$ cat src/rtl/noc_packet_receiver.sv
// NoC ejection endpoint: parses header/data/tail flits, queues local data flits, pulses pkt_done/pkt_err per packet.
// Payload visible 1 cycle after accept; receive_ready drops while the FIFO is full. NOC_RX_STATS_EN adds packet/error counters.
module noc_packet_receiver #(
  parameter int DATA_W     = 64,
  parameter int ID_X_W     = 4,
  parameter int ID_Y_W     = 4,
  parameter int MY_X       = 0,
  parameter int MY_Y       = 0,
  parameter int LEN_W      = 8,
  parameter int FIFO_DEPTH = 4
) (
  input  logic              noc_clk,
  input  logic              noc_rst_n,
  input  logic              receive_valid,
  output logic              receive_ready,
  input  logic [DATA_W-1:0] receive_flit,
  input  logic              receive_is_header,
  input  logic              receive_is_tail,
  output logic              payload_valid,
  input  logic              payload_ready,
  output logic [DATA_W-1:0] payload_data,
  output logic              payload_last,
  output logic              pkt_done,
  output logic [ID_X_W-1:0] pkt_src_x,
  output logic [ID_Y_W-1:0] pkt_src_y,
  output logic [1:0]        pkt_type,
  output logic [4:0]        pkt_err
`ifdef NOC_RX_STATS_EN
  ,
  output logic [15:0]       stat_pkt_cnt,
  output logic [15:0]       stat_err_cnt
`endif
);

  localparam int AW    = (FIFO_DEPTH > 1) ? $clog2(FIFO_DEPTH) : 1;
  localparam int CNT_W = LEN_W + 1;
  // Field LSB positions, packed MSB-first from the top of the flit.
  localparam int P_MH  = DATA_W - 4;
  localparam int P_SX  = P_MH - ID_X_W;
  localparam int P_SY  = P_SX - ID_Y_W;
  localparam int P_DX  = P_SY - ID_X_W;
  localparam int P_DY  = P_DX - ID_Y_W;
  localparam int P_TY  = P_DY - 2;
  localparam int P_LN  = P_TY - 4 - LEN_W;
  localparam int P_ME  = P_LN - 4;

  typedef enum logic {IDLE, DATA} state_e;

  state_e              state_q, state_d;
  logic [ID_X_W-1:0]   src_x_q, src_x_d, dst_x_q, dst_x_d;
  logic [ID_Y_W-1:0]   src_y_q, src_y_d, dst_y_q, dst_y_d;
  logic [1:0]          type_q, type_d;
  logic [LEN_W-1:0]    len_q, len_d;
  logic [CNT_W-1:0]    cnt_q, cnt_d;
  logic                done_q, done_d;
  logic [4:0]          err_q, err_d;
  logic [DATA_W:0]     mem_q [FIFO_DEPTH];
  logic [DATA_W:0]     mem_d [FIFO_DEPTH];
  logic [AW-1:0]       wr_ptr_q, wr_ptr_d, rd_ptr_q, rd_ptr_d;
  logic [AW:0]         count_q, count_d;

  logic [3:0]          f_mh, f_me;
  logic [ID_X_W-1:0]   f_sx, f_dx;
  logic [ID_Y_W-1:0]   f_sy, f_dy;
  logic [1:0]          f_ty;
  logic [LEN_W-1:0]    f_ln;
  logic                acc, is_hdr, is_tail, is_data, hdr_ok, tail_bad;
  logic                dst_match, cnt_bad, fifo_full, push, pop, push_last;

  assign f_mh = receive_flit[P_MH +: 4];
  assign f_sx = receive_flit[P_SX +: ID_X_W];
  assign f_sy = receive_flit[P_SY +: ID_Y_W];
  assign f_dx = receive_flit[P_DX +: ID_X_W];
  assign f_dy = receive_flit[P_DY +: ID_Y_W];
  assign f_ty = receive_flit[P_TY +: 2];
  assign f_ln = receive_flit[P_LN +: LEN_W];
  assign f_me = receive_flit[P_ME +: 4];

  assign fifo_full     = (count_q == (AW+1)'(FIFO_DEPTH));
  assign receive_ready = (state_q == IDLE) ? 1'b1 : !fifo_full;
  assign acc           = receive_valid && receive_ready;
  assign is_hdr        = acc && receive_is_header;
  assign is_tail       = acc && !receive_is_header && receive_is_tail;
  assign is_data       = acc && !receive_is_header && !receive_is_tail;
  assign hdr_ok        = (f_mh == 4'hA) && (f_me == 4'h5);
  assign dst_match     = (dst_x_q == ID_X_W'(MY_X)) && (dst_y_q == ID_Y_W'(MY_Y));
  assign cnt_bad       = (cnt_q != ({1'b0, len_q} + CNT_W'(1)));
  assign push_last     = (cnt_q == {1'b0, len_q});
  assign tail_bad      = (f_mh != 4'hC) || (f_me != 4'h3) || (f_sx != src_x_q) ||
                         (f_sy != src_y_q) || (f_dx != dst_x_q) || (f_dy != dst_y_q) ||
                         (f_ty != type_q);

  always_comb begin
    state_d = state_q;
    src_x_d = src_x_q;
    src_y_d = src_y_q;
    dst_x_d = dst_x_q;
    dst_y_d = dst_y_q;
    type_d  = type_q;
    len_d   = len_q;
    cnt_d   = cnt_q;
    done_d  = 1'b0;
    err_d   = 5'b0;
    push    = 1'b0;

    if (state_q == DATA) begin
      if (is_data) begin
        push = dst_match;
        if (cnt_q != {CNT_W{1'b1}}) cnt_d = cnt_q + CNT_W'(1);
      end
      if (is_tail) begin
        state_d  = IDLE;
        done_d   = 1'b1;
        err_d[1] = !dst_match;
        err_d[2] = cnt_bad;
        err_d[3] = tail_bad;
      end
      // A header inside a packet truncates it; the new header is then handled below.
      if (is_hdr) begin
        done_d   = 1'b1;
        err_d[4] = 1'b1;
        err_d[1] = !dst_match;
        err_d[2] = cnt_bad;
      end
    end

    if (is_hdr) begin
      if (hdr_ok) begin
        src_x_d = f_sx;
        src_y_d = f_sy;
        dst_x_d = f_dx;
        dst_y_d = f_dy;
        type_d  = f_ty;
        len_d   = f_ln;
        cnt_d   = '0;
        state_d = DATA;
      end else begin
        done_d   = 1'b1;
        err_d[0] = 1'b1;
        state_d  = IDLE;
      end
    end
  end

  assign pop = payload_valid && payload_ready;

  always_comb begin
    mem_d    = mem_q;
    wr_ptr_d = wr_ptr_q;
    rd_ptr_d = rd_ptr_q;
    count_d  = count_q;
    if (push) begin
      mem_d[wr_ptr_q] = {push_last, receive_flit};
      wr_ptr_d        = wr_ptr_q + AW'(1);
    end
    if (pop) rd_ptr_d = rd_ptr_q + AW'(1);
    case ({push, pop})
      2'b10:   count_d = count_q + (AW+1)'(1);
      2'b01:   count_d = count_q - (AW+1)'(1);
      default: count_d = count_q;
    endcase
  end

  always_ff @(posedge noc_clk or negedge noc_rst_n) begin
    if (!noc_rst_n) begin
      state_q  <= IDLE;
      src_x_q  <= '0;
      src_y_q  <= '0;
      dst_x_q  <= '0;
      dst_y_q  <= '0;
      type_q   <= '0;
      len_q    <= '0;
      cnt_q    <= '0;
      done_q   <= 1'b0;
      err_q    <= '0;
      wr_ptr_q <= '0;
      rd_ptr_q <= '0;
      count_q  <= '0;
      for (int i = 0; i < FIFO_DEPTH; i++) mem_q[i] <= '0;
    end else begin
      state_q  <= state_d;
      src_x_q  <= src_x_d;
      src_y_q  <= src_y_d;
      dst_x_q  <= dst_x_d;
      dst_y_q  <= dst_y_d;
      type_q   <= type_d;
      len_q    <= len_d;
      cnt_q    <= cnt_d;
      done_q   <= done_d;
      err_q    <= err_d;
      wr_ptr_q <= wr_ptr_d;
      rd_ptr_q <= rd_ptr_d;
      count_q  <= count_d;
      mem_q    <= mem_d;
    end
  end

  assign payload_valid = (count_q != '0);
  assign payload_data  = mem_q[rd_ptr_q][DATA_W-1:0];
  assign payload_last  = mem_q[rd_ptr_q][DATA_W] && payload_valid;
  assign pkt_done      = done_q;
  assign pkt_err       = err_q;
  assign pkt_src_x     = src_x_q;
  assign pkt_src_y     = src_y_q;
  assign pkt_type      = type_q;

`ifdef NOC_RX_STATS_EN
  logic [15:0] stat_pkt_q, stat_pkt_d, stat_err_q, stat_err_d;

  always_comb begin
    stat_pkt_d = stat_pkt_q;
    stat_err_d = stat_err_q;
    if (done_q && (stat_pkt_q != 16'hFFFF)) stat_pkt_d = stat_pkt_q + 16'd1;
    if (done_q && (err_q != 5'b0) && (stat_err_q != 16'hFFFF)) stat_err_d = stat_err_q + 16'd1;
  end

  always_ff @(posedge noc_clk or negedge noc_rst_n) begin
    if (!noc_rst_n) begin
      stat_pkt_q <= '0;
      stat_err_q <= '0;
    end else begin
      stat_pkt_q <= stat_pkt_d;
      stat_err_q <= stat_err_d;
    end
  end

  assign stat_pkt_cnt = stat_pkt_q;
  assign stat_err_cnt = stat_err_q;
`endif

endmodule

$ cat config.mk
export PLATFORM = sky130hd
export DESIGN_NAME = noc_packet_receiver
export DESIGN_NICKNAME = d
export VERILOG_FILES = /design/src/rtl/noc_packet_receiver.sv
export SDC_FILE = /design/constraint.sdc
export NUM_CORES = 1
export LEC_CHECK = 0
export ABC_AREA = 1
export CORE_MARGIN = 4
export CORE_UTILIZATION = 57
export DETAILED_ROUTE_END_ITERATION = 6
export PLACE_DENSITY = 0.91
export SKIP_LAST_GASP = 1
export SYNTH_ARGS = -nofsm -noshare
export SYNTH_HDL_FRONTEND = slang
export SYNTH_SLANG_ARGS = --single-unit
$ cat constraint.sdc
create_clock -name noc_clk -period 2.9 [get_ports noc_clk]
set_input_delay 0.58 -clock noc_clk [delete_from_list [all_inputs] [get_ports noc_clk]]
set_output_delay 0.58 -clock noc_clk [all_outputs]
set_load 0.05 [all_outputs]
==> flow_metrics.tcl, run 1 <==
set metrics [dict create \
    status "complete, no violations" \
    hold_viol 0 \
    vias_per_cell 5.819 \
    slew_viol_final 0 \
    totalWireLength_um 36690 \
    path_class "reg2out" \
    synth_cell_types 33 \
    p_leak_nw 8.151 \
    cts_hold_buf 0 \
    die_y_um 167.1 \
    cp_slowest_cell "clkdlybuf4s50_1" \
    grt_pass1_vias 12318 \
    crit_family "buffers and inverters" \
    drv_cap 0 \
    yosysSeqAreaShare_pct 53.62 \
    pre_cts_ws_ns 0.1835 \
    relSlewSlack_pct 40.92 \
    hold_class "in2async" \
    overflow 0 \
    seqCellArea_mm2 0.007737 \
    finalClockSkew_ns 0.01871 \
    setup_tns_ns 0 \
    fin_crit_sh_pct 96.44 \
    hpwl_um 22520 \
    path_max_fanout 3 \
    dr.pass1.iters 7 \
    endpoint_kind "output port" \
    cts_max_path_buffers 3 \
    start_util_pct 58.61 \
    syn_nets 1704 \
    fin_ws_ns 0.1033 \
    ioPinCount 153 \
    die-area_mm2 0.02791 \
    fin_nets 1812 \
    clk_latency_ns 0.51 \
    ys_ff_latch 309 \
    row_count 57 \
    crit_arrival_ns 2.22 \
    wire_per_inst_um 17.63 \
    cts_made_buffers 34 \
    yosysTopAreaCell "dfrtp_1" \
    synth_area_leaders "dfrtp_1 54%, nand2_1 9.4%, o21ai_0 7.7%" \
    fmax_ghz 0.3576 \
    finalSetupViolCount 0 \
    drtIter0Drc 1239 \
    grt_first_pass_wirelength_um 61320 \
    antenna_left 0 \
    io_buffers 152 \
    period_minus_slack_ns 2.797 \
    yosys.area.top_type_share_pct 53.62 \
    grt_max_degree 88 \
    drive_gt1_share_pct 13.89 \
    crit_path_start_kind "flip-flop" \
    grt_antenna_before_repair 4 \
    worstPathCellList "nor2_1 -> nand2_1 -> clkdlybuf4s50_1" \
    gp_congestion 0.8549 \
    area_growth_pct 21.62 \
    power.density_mw_per_mm2 985.0 \
    clockRootBuffer "clkbuf_16" \
    clock-sinks 309 \
    crit_required_ns 2.32 \
    cts_tree "done" \
    synth_area_mm2 0.01442 \
    diodes 0 \
    synth.avg_cell_area_um2 8.869 \
    tightestPinTransition_ns 0.8862 \
    cp_num_buf_inv 1 \
    drcViolationCount 0 \
    fp.dieW_um 167.1 \
    h-tree-depth 2 \
    coreArea_mm2 0.02460 \
    vias 12109 \
    cts.clk_slew.worst_paths_ns 0.06 \
    multiInputGateArea_mm2 0.005594 \
    grt_setup_unrepaired "no" \
    grt_use_total_pct 26.40 \
    max_stage_delay_ns 0.80 \
    yosys_warnings 0 \
    ir_worst_vdd_mv 0.8694 \
    syn_inst 1626 \
    holdWs_ns 0.09774 \
    nFillCells 1731 \
]
synth_stat cells, drive strengths merged:
library cell	instances
o21ai	423
a21boi	1
ha	7
inv	98
nor3	9
xnor2	18
dfrtp	309
nand3	27
xor2	9
clkbuf	52
o22ai	64
o21bai	2
o31ai	1
nor3b	1
nand4	2
a21oi	8
fa	1
nand2	361
nor2	180
or2	1
buf	52
registers in the layout (all words and copies together), names as in the netlist:
signal	cells
pkt_err	5
state_q	1
pkt_src_y	4
rd_ptr_q	2
len_q	8
dst_x_q	4
mem_q	260
pkt_type	2
pkt_src_x	4
dst_y_q	4
pkt_done	1
wr_ptr_q	2
count_q	3
cnt_q	9
kinds of logic (layout without fill, tap and decap cells):
| family | Yosys count | after routing | synth area share [%] |
|---|---|---|---|
| flops | 309 | 309 | 53.62 |
| compound gates | 499 | 499 | 20.15 |
| buf+inv | 202 | 333 | 7.592 |
| simple gates | 581 | 581 | 16.25 |
| fa+ha+maj | 8 | 8 | 0.7461 |
| xor+xnor | 27 | 27 | 1.640 |
report_power, final:
part	total, mW	switching (mW)	internal, mW
clock network	4.33	1.70	2.63
registers	4.77	0.194	4.58
logic	8.17	5.08	3.09
what timing repair did:
action	4_1_cts	5_1_grt
endpoints found under the hold margin	0	0
setup buffers	0	0
setup endpoints to repair	4	1
resized for setup	1	1
cell usage in the layout, fill, tap and decap left out, drive strengths merged:
cell | netlist | layout
nand4 | 2 | 2
o21ai | 423 | 423
a21boi | 1 | 1
xor2 | 9 | 9
nor3b | 1 | 1
ha | 7 | 7
xnor2 | 18 | 18
o31ai | 1 | 1
clkdlybuf4s50 | 0 | 86
clkbuf | 52 | 48
fa | 1 | 1
inv | 98 | 99
o22ai | 64 | 64
nor3 | 9 | 9
o21bai | 2 | 2
clkinv | 0 | 7
or2 | 1 | 1
bufinv | 0 | 3
nand2 | 361 | 361
dfrtp | 309 | 309
buf | 52 | 90
nand3 | 27 | 27
nor2 | 180 | 180
a21oi | 8 | 8
worst paths after layout:
kind	startpoint	endpoint	slack, ns	cells past startpoint
max	count_q[1]	payload_valid	0.10	3
min	noc_rst_n	mem_q[70]	0.1	1
max reg2reg	count_q[1]	count_q[2]	0.41	11
min reg2reg	mem_q[100]	mem_q[100]	0.48	2
max in group asynchronous	noc_rst_n	mem_q[40]	2.04	2
min in group noc_clk	mem_q[100]	mem_q[100]	0.48	2
per-layer routing:
| metal | vias to the layer above | global-route usage [%] | wire [µm] |
|---|---|---|---|
| li1 | 5601 | - | - |
| met1 | 5815 | 35.55 | 14840 |
| met2 | 593 | 43.25 | 17650 |
| met3 | 92 | 5.333 | 3300 |
| met4 | 8 | 8.894 | 847 |
| met5 | - | 0 | 53 |
worst register-to-register path: stages (launching register included):
cell	delay, ns
dfrtp_1	0.40
nor2_1	0.30
nand2_4	0.12
nand4_4	0.17
nor2_8	0.04
nand2_1	0.14
ha_1	0.17
inv_1	0.07
fa_1	0.41
a21oi_1	0.21
o21ai_0	0.15
xor2_1	0.17
stage by stage:
step | utilization, % | cells | instance area [µm²] | power [mW]
detailed placement | 66.71 | 2022 | 16410 | 12.97
global placement | 66.71 | 2022 | 16410 | 12.82
global route | 71.28 | 2081 | 17540 | 17.99
finish | 71.28 | 2081 | 17540 | 17.28
CTS | 71.28 | 2081 | 17540 | 17.33
floorplan | - | 1626 | 14420 | 9.389
layout make-up:
type | count | share of cell area [%]
inverter | 98 | 2.126
timing repair buffer | 176 | 13.15
tap | 324 | 2.311
clock inverter | 11 | 0.7847
sequential | 309 | 44.11
clock buffer | 48 | 5.614
multi-input combinational | 1115 | 31.89
Power figures use the tool's default switching activity.
==> run 2, diff against run 1 <==
--- a/config.mk
+++ b/config.mk
@@ -9,7 +9,7 @@
 export CORE_MARGIN = 4
 export CORE_UTILIZATION = 57
 export DETAILED_ROUTE_END_ITERATION = 6
-export PLACE_DENSITY = 0.91
+export PLACE_DENSITY = 0.81
 export SKIP_LAST_GASP = 1
 export SYNTH_ARGS = -nofsm -noshare
 export SYNTH_HDL_FRONTEND = slang
==> flow_metrics.tcl, run 2 (same netlist as run 1, synthesis figures left out) <==
set metrics [dict create \
    status "complete, no violations" \
    place_area_mm2 0.01675 \
    wire_per_inst_um 17.30 \
    nFillCells 1788 \
    ir_worst_vdd_mv 0.8684 \
    hold_viol 0 \
    overflow 0 \
    max_stage_delay_ns 0.56 \
    grt_pass1_vias 12056 \
    grt_first_pass_wirelength_um 61010 \
    crit_arrival_ns 2.27 \
    finalClockSkew_ns 0.02214 \
    tightestPinTransition_ns 0.9424 \
    final_common_cell "nand2_1" \
    clk_latency_ns 0.56 \
    dr.pass1.iters 5 \
    grt_use_total_pct 26.06 \
    crit_required_ns 2.32 \
    io_buffers 152 \
    vias_per_cell 5.708 \
    die-area_mm2 0.02791 \
    cts_tree "done" \
    start_util_pct 58.61 \
    worstPathCellList "inv_2 -> buf_4 -> o21ai_0 -> o22ai_1 -> buf_12" \
    fin_area_mm2 0.01783 \
    path_max_fanout 24 \
    grt_setup_unrepaired "yes" \
    power.density_mw_per_mm2 984.4 \
    drcViolationCount 0 \
    hpwl_um 23110 \
    grt_antenna_before_repair 3 \
    antenna_left 0 \
    period_minus_slack_ns 2.851 \
    totalWireLength_um 36110 \
    largest_reg_flops 260 \
    gp_congestion 0.8237 \
    drv_cap 0 \
    cts_max_path_buffers 3 \
    fmax_ghz 0.3507 \
    endpoint_kind "output port" \
    grt_max_degree 95 \
    cts.clk_slew.worst_paths_ns 0.06 \
    reg_top3 "mem_q (260), cnt_q (9), len_q (8)" \
    fin_nets 1818 \
    h-tree-depth 1 \
    clockRootBuffer "clkbuf_16" \
    finalSetupViolCount 0 \
    slew_viol_final 0 \
    area_growth_pct 23.65 \
    p_leak_nw 8.250 \
    drive_gt1_share_pct 14.42 \
    fp.dieW_um 167.1 \
    path_class "reg2out" \
    hold_class "reg2reg" \
    row_count 57 \
    crit_family "buffers and inverters" \
    coreArea_mm2 0.02460 \
    drtIter0Drc 1127 \
    cts_made_buffers 31 \
    cp_slowest_cell "dfrtp_2" \
    clock-sinks 309 \
    cp_num_buf_inv 3 \
    fin_crit_sh_pct 98.31 \
    ioPinCount 153 \
    crit_path_start_kind "flip-flop" \
    relSlewSlack_pct 37.17 \
    power_mw 17.55 \
    post-cts-setup-buffer-count 0 \
    vias 11912 \
    die_y_um 167.1 \
    top_register "mem_q" \
    most-common-layout-cells "360 x nand2_1, 307 x dfrtp_1, 222 x o21ai_0" \
]
==> run 2: routing by layer <==
metal,vias up,GRT usage (%),share of wire (%),wire (µm)
met4,4,6.510,2.0,736
met2,435,42.51,48,17280
li1,5612,-,-,-
met3,65,4.788,7.3,2649
met1,5796,36.57,43,15420
met5,-,0,0.072,26
==> run 2: tightest hold or removal path, stage by stage (launching register included) <==
cell and delay [ns]:
dfrtp_1 0.33, nand2_1 0.06, o21ai_2 0.05
==> run 2: layout make-up <==
cell class / count / area (µm²) / area share (%)
Tap cell: 324 / 405.4 / 2.273
Antenna cell: 1 / 2.502 / 0.01403
Timing Repair Buffer: 185 / 2660 / 14.92
Clock buffer: 44 / 894.6 / 5.017
Clock inverter: 11 / 136.4 / 0.7648
Sequential cell: 309 / 7737 / 43.39
Inverter: 98 / 370.4 / 2.077
Multi-Input combinational cell: 1115 / 5625 / 31.55
==> run 2: worst paths after layout <==
path,slack (ns),cells after the start,startpoint,to
setup / recovery,0.05,5,rd_ptr_q[1],payload_data[28]
min in group asynchronous,0.55,2,noc_rst_n,mem_q[137]
setup reg to reg,0.45,8,count_q[1],mem_q[12]
hold / removal,0.47,2,mem_q[186],mem_q[186]
hold reg to reg,0.47,2,mem_q[186],mem_q[186]
max in group asynchronous,1.44,3,noc_rst_n,mem_q[235]
==> run 2: where the power goes <==
group | switching, mW | internal [mW]
combinational | 5.15 | 3.57
clock | 1.63 | 2.40
sequential | 0.226 | 4.58
==> run 2: metrics by stage <==
stage               cells  worst slack [ns]  setup TNS [ns]  util, %  hold slack [ns]
global placement     2030            0.2378               0    68.08           0.4592
global route         2086          -0.02184        -0.02184    72.46           0.4917
detailed placement   2030            0.1102               0    68.08           0.4625
CTS                  2086           0.04411               0    72.32           0.4767
floorplan            1626            0.1771               0        -           0.2844
finish               2087           0.04895               0    72.47           0.4736
==> run 2: repair_timing <==
item	4_1_cts	5_1_grt
setup endpoints to repair	6	6
hold buffers	1	0
gates cloned	0	0
pin swaps	0	0
endpoints found under the hold margin	59	0
gates resized for setup	1	7
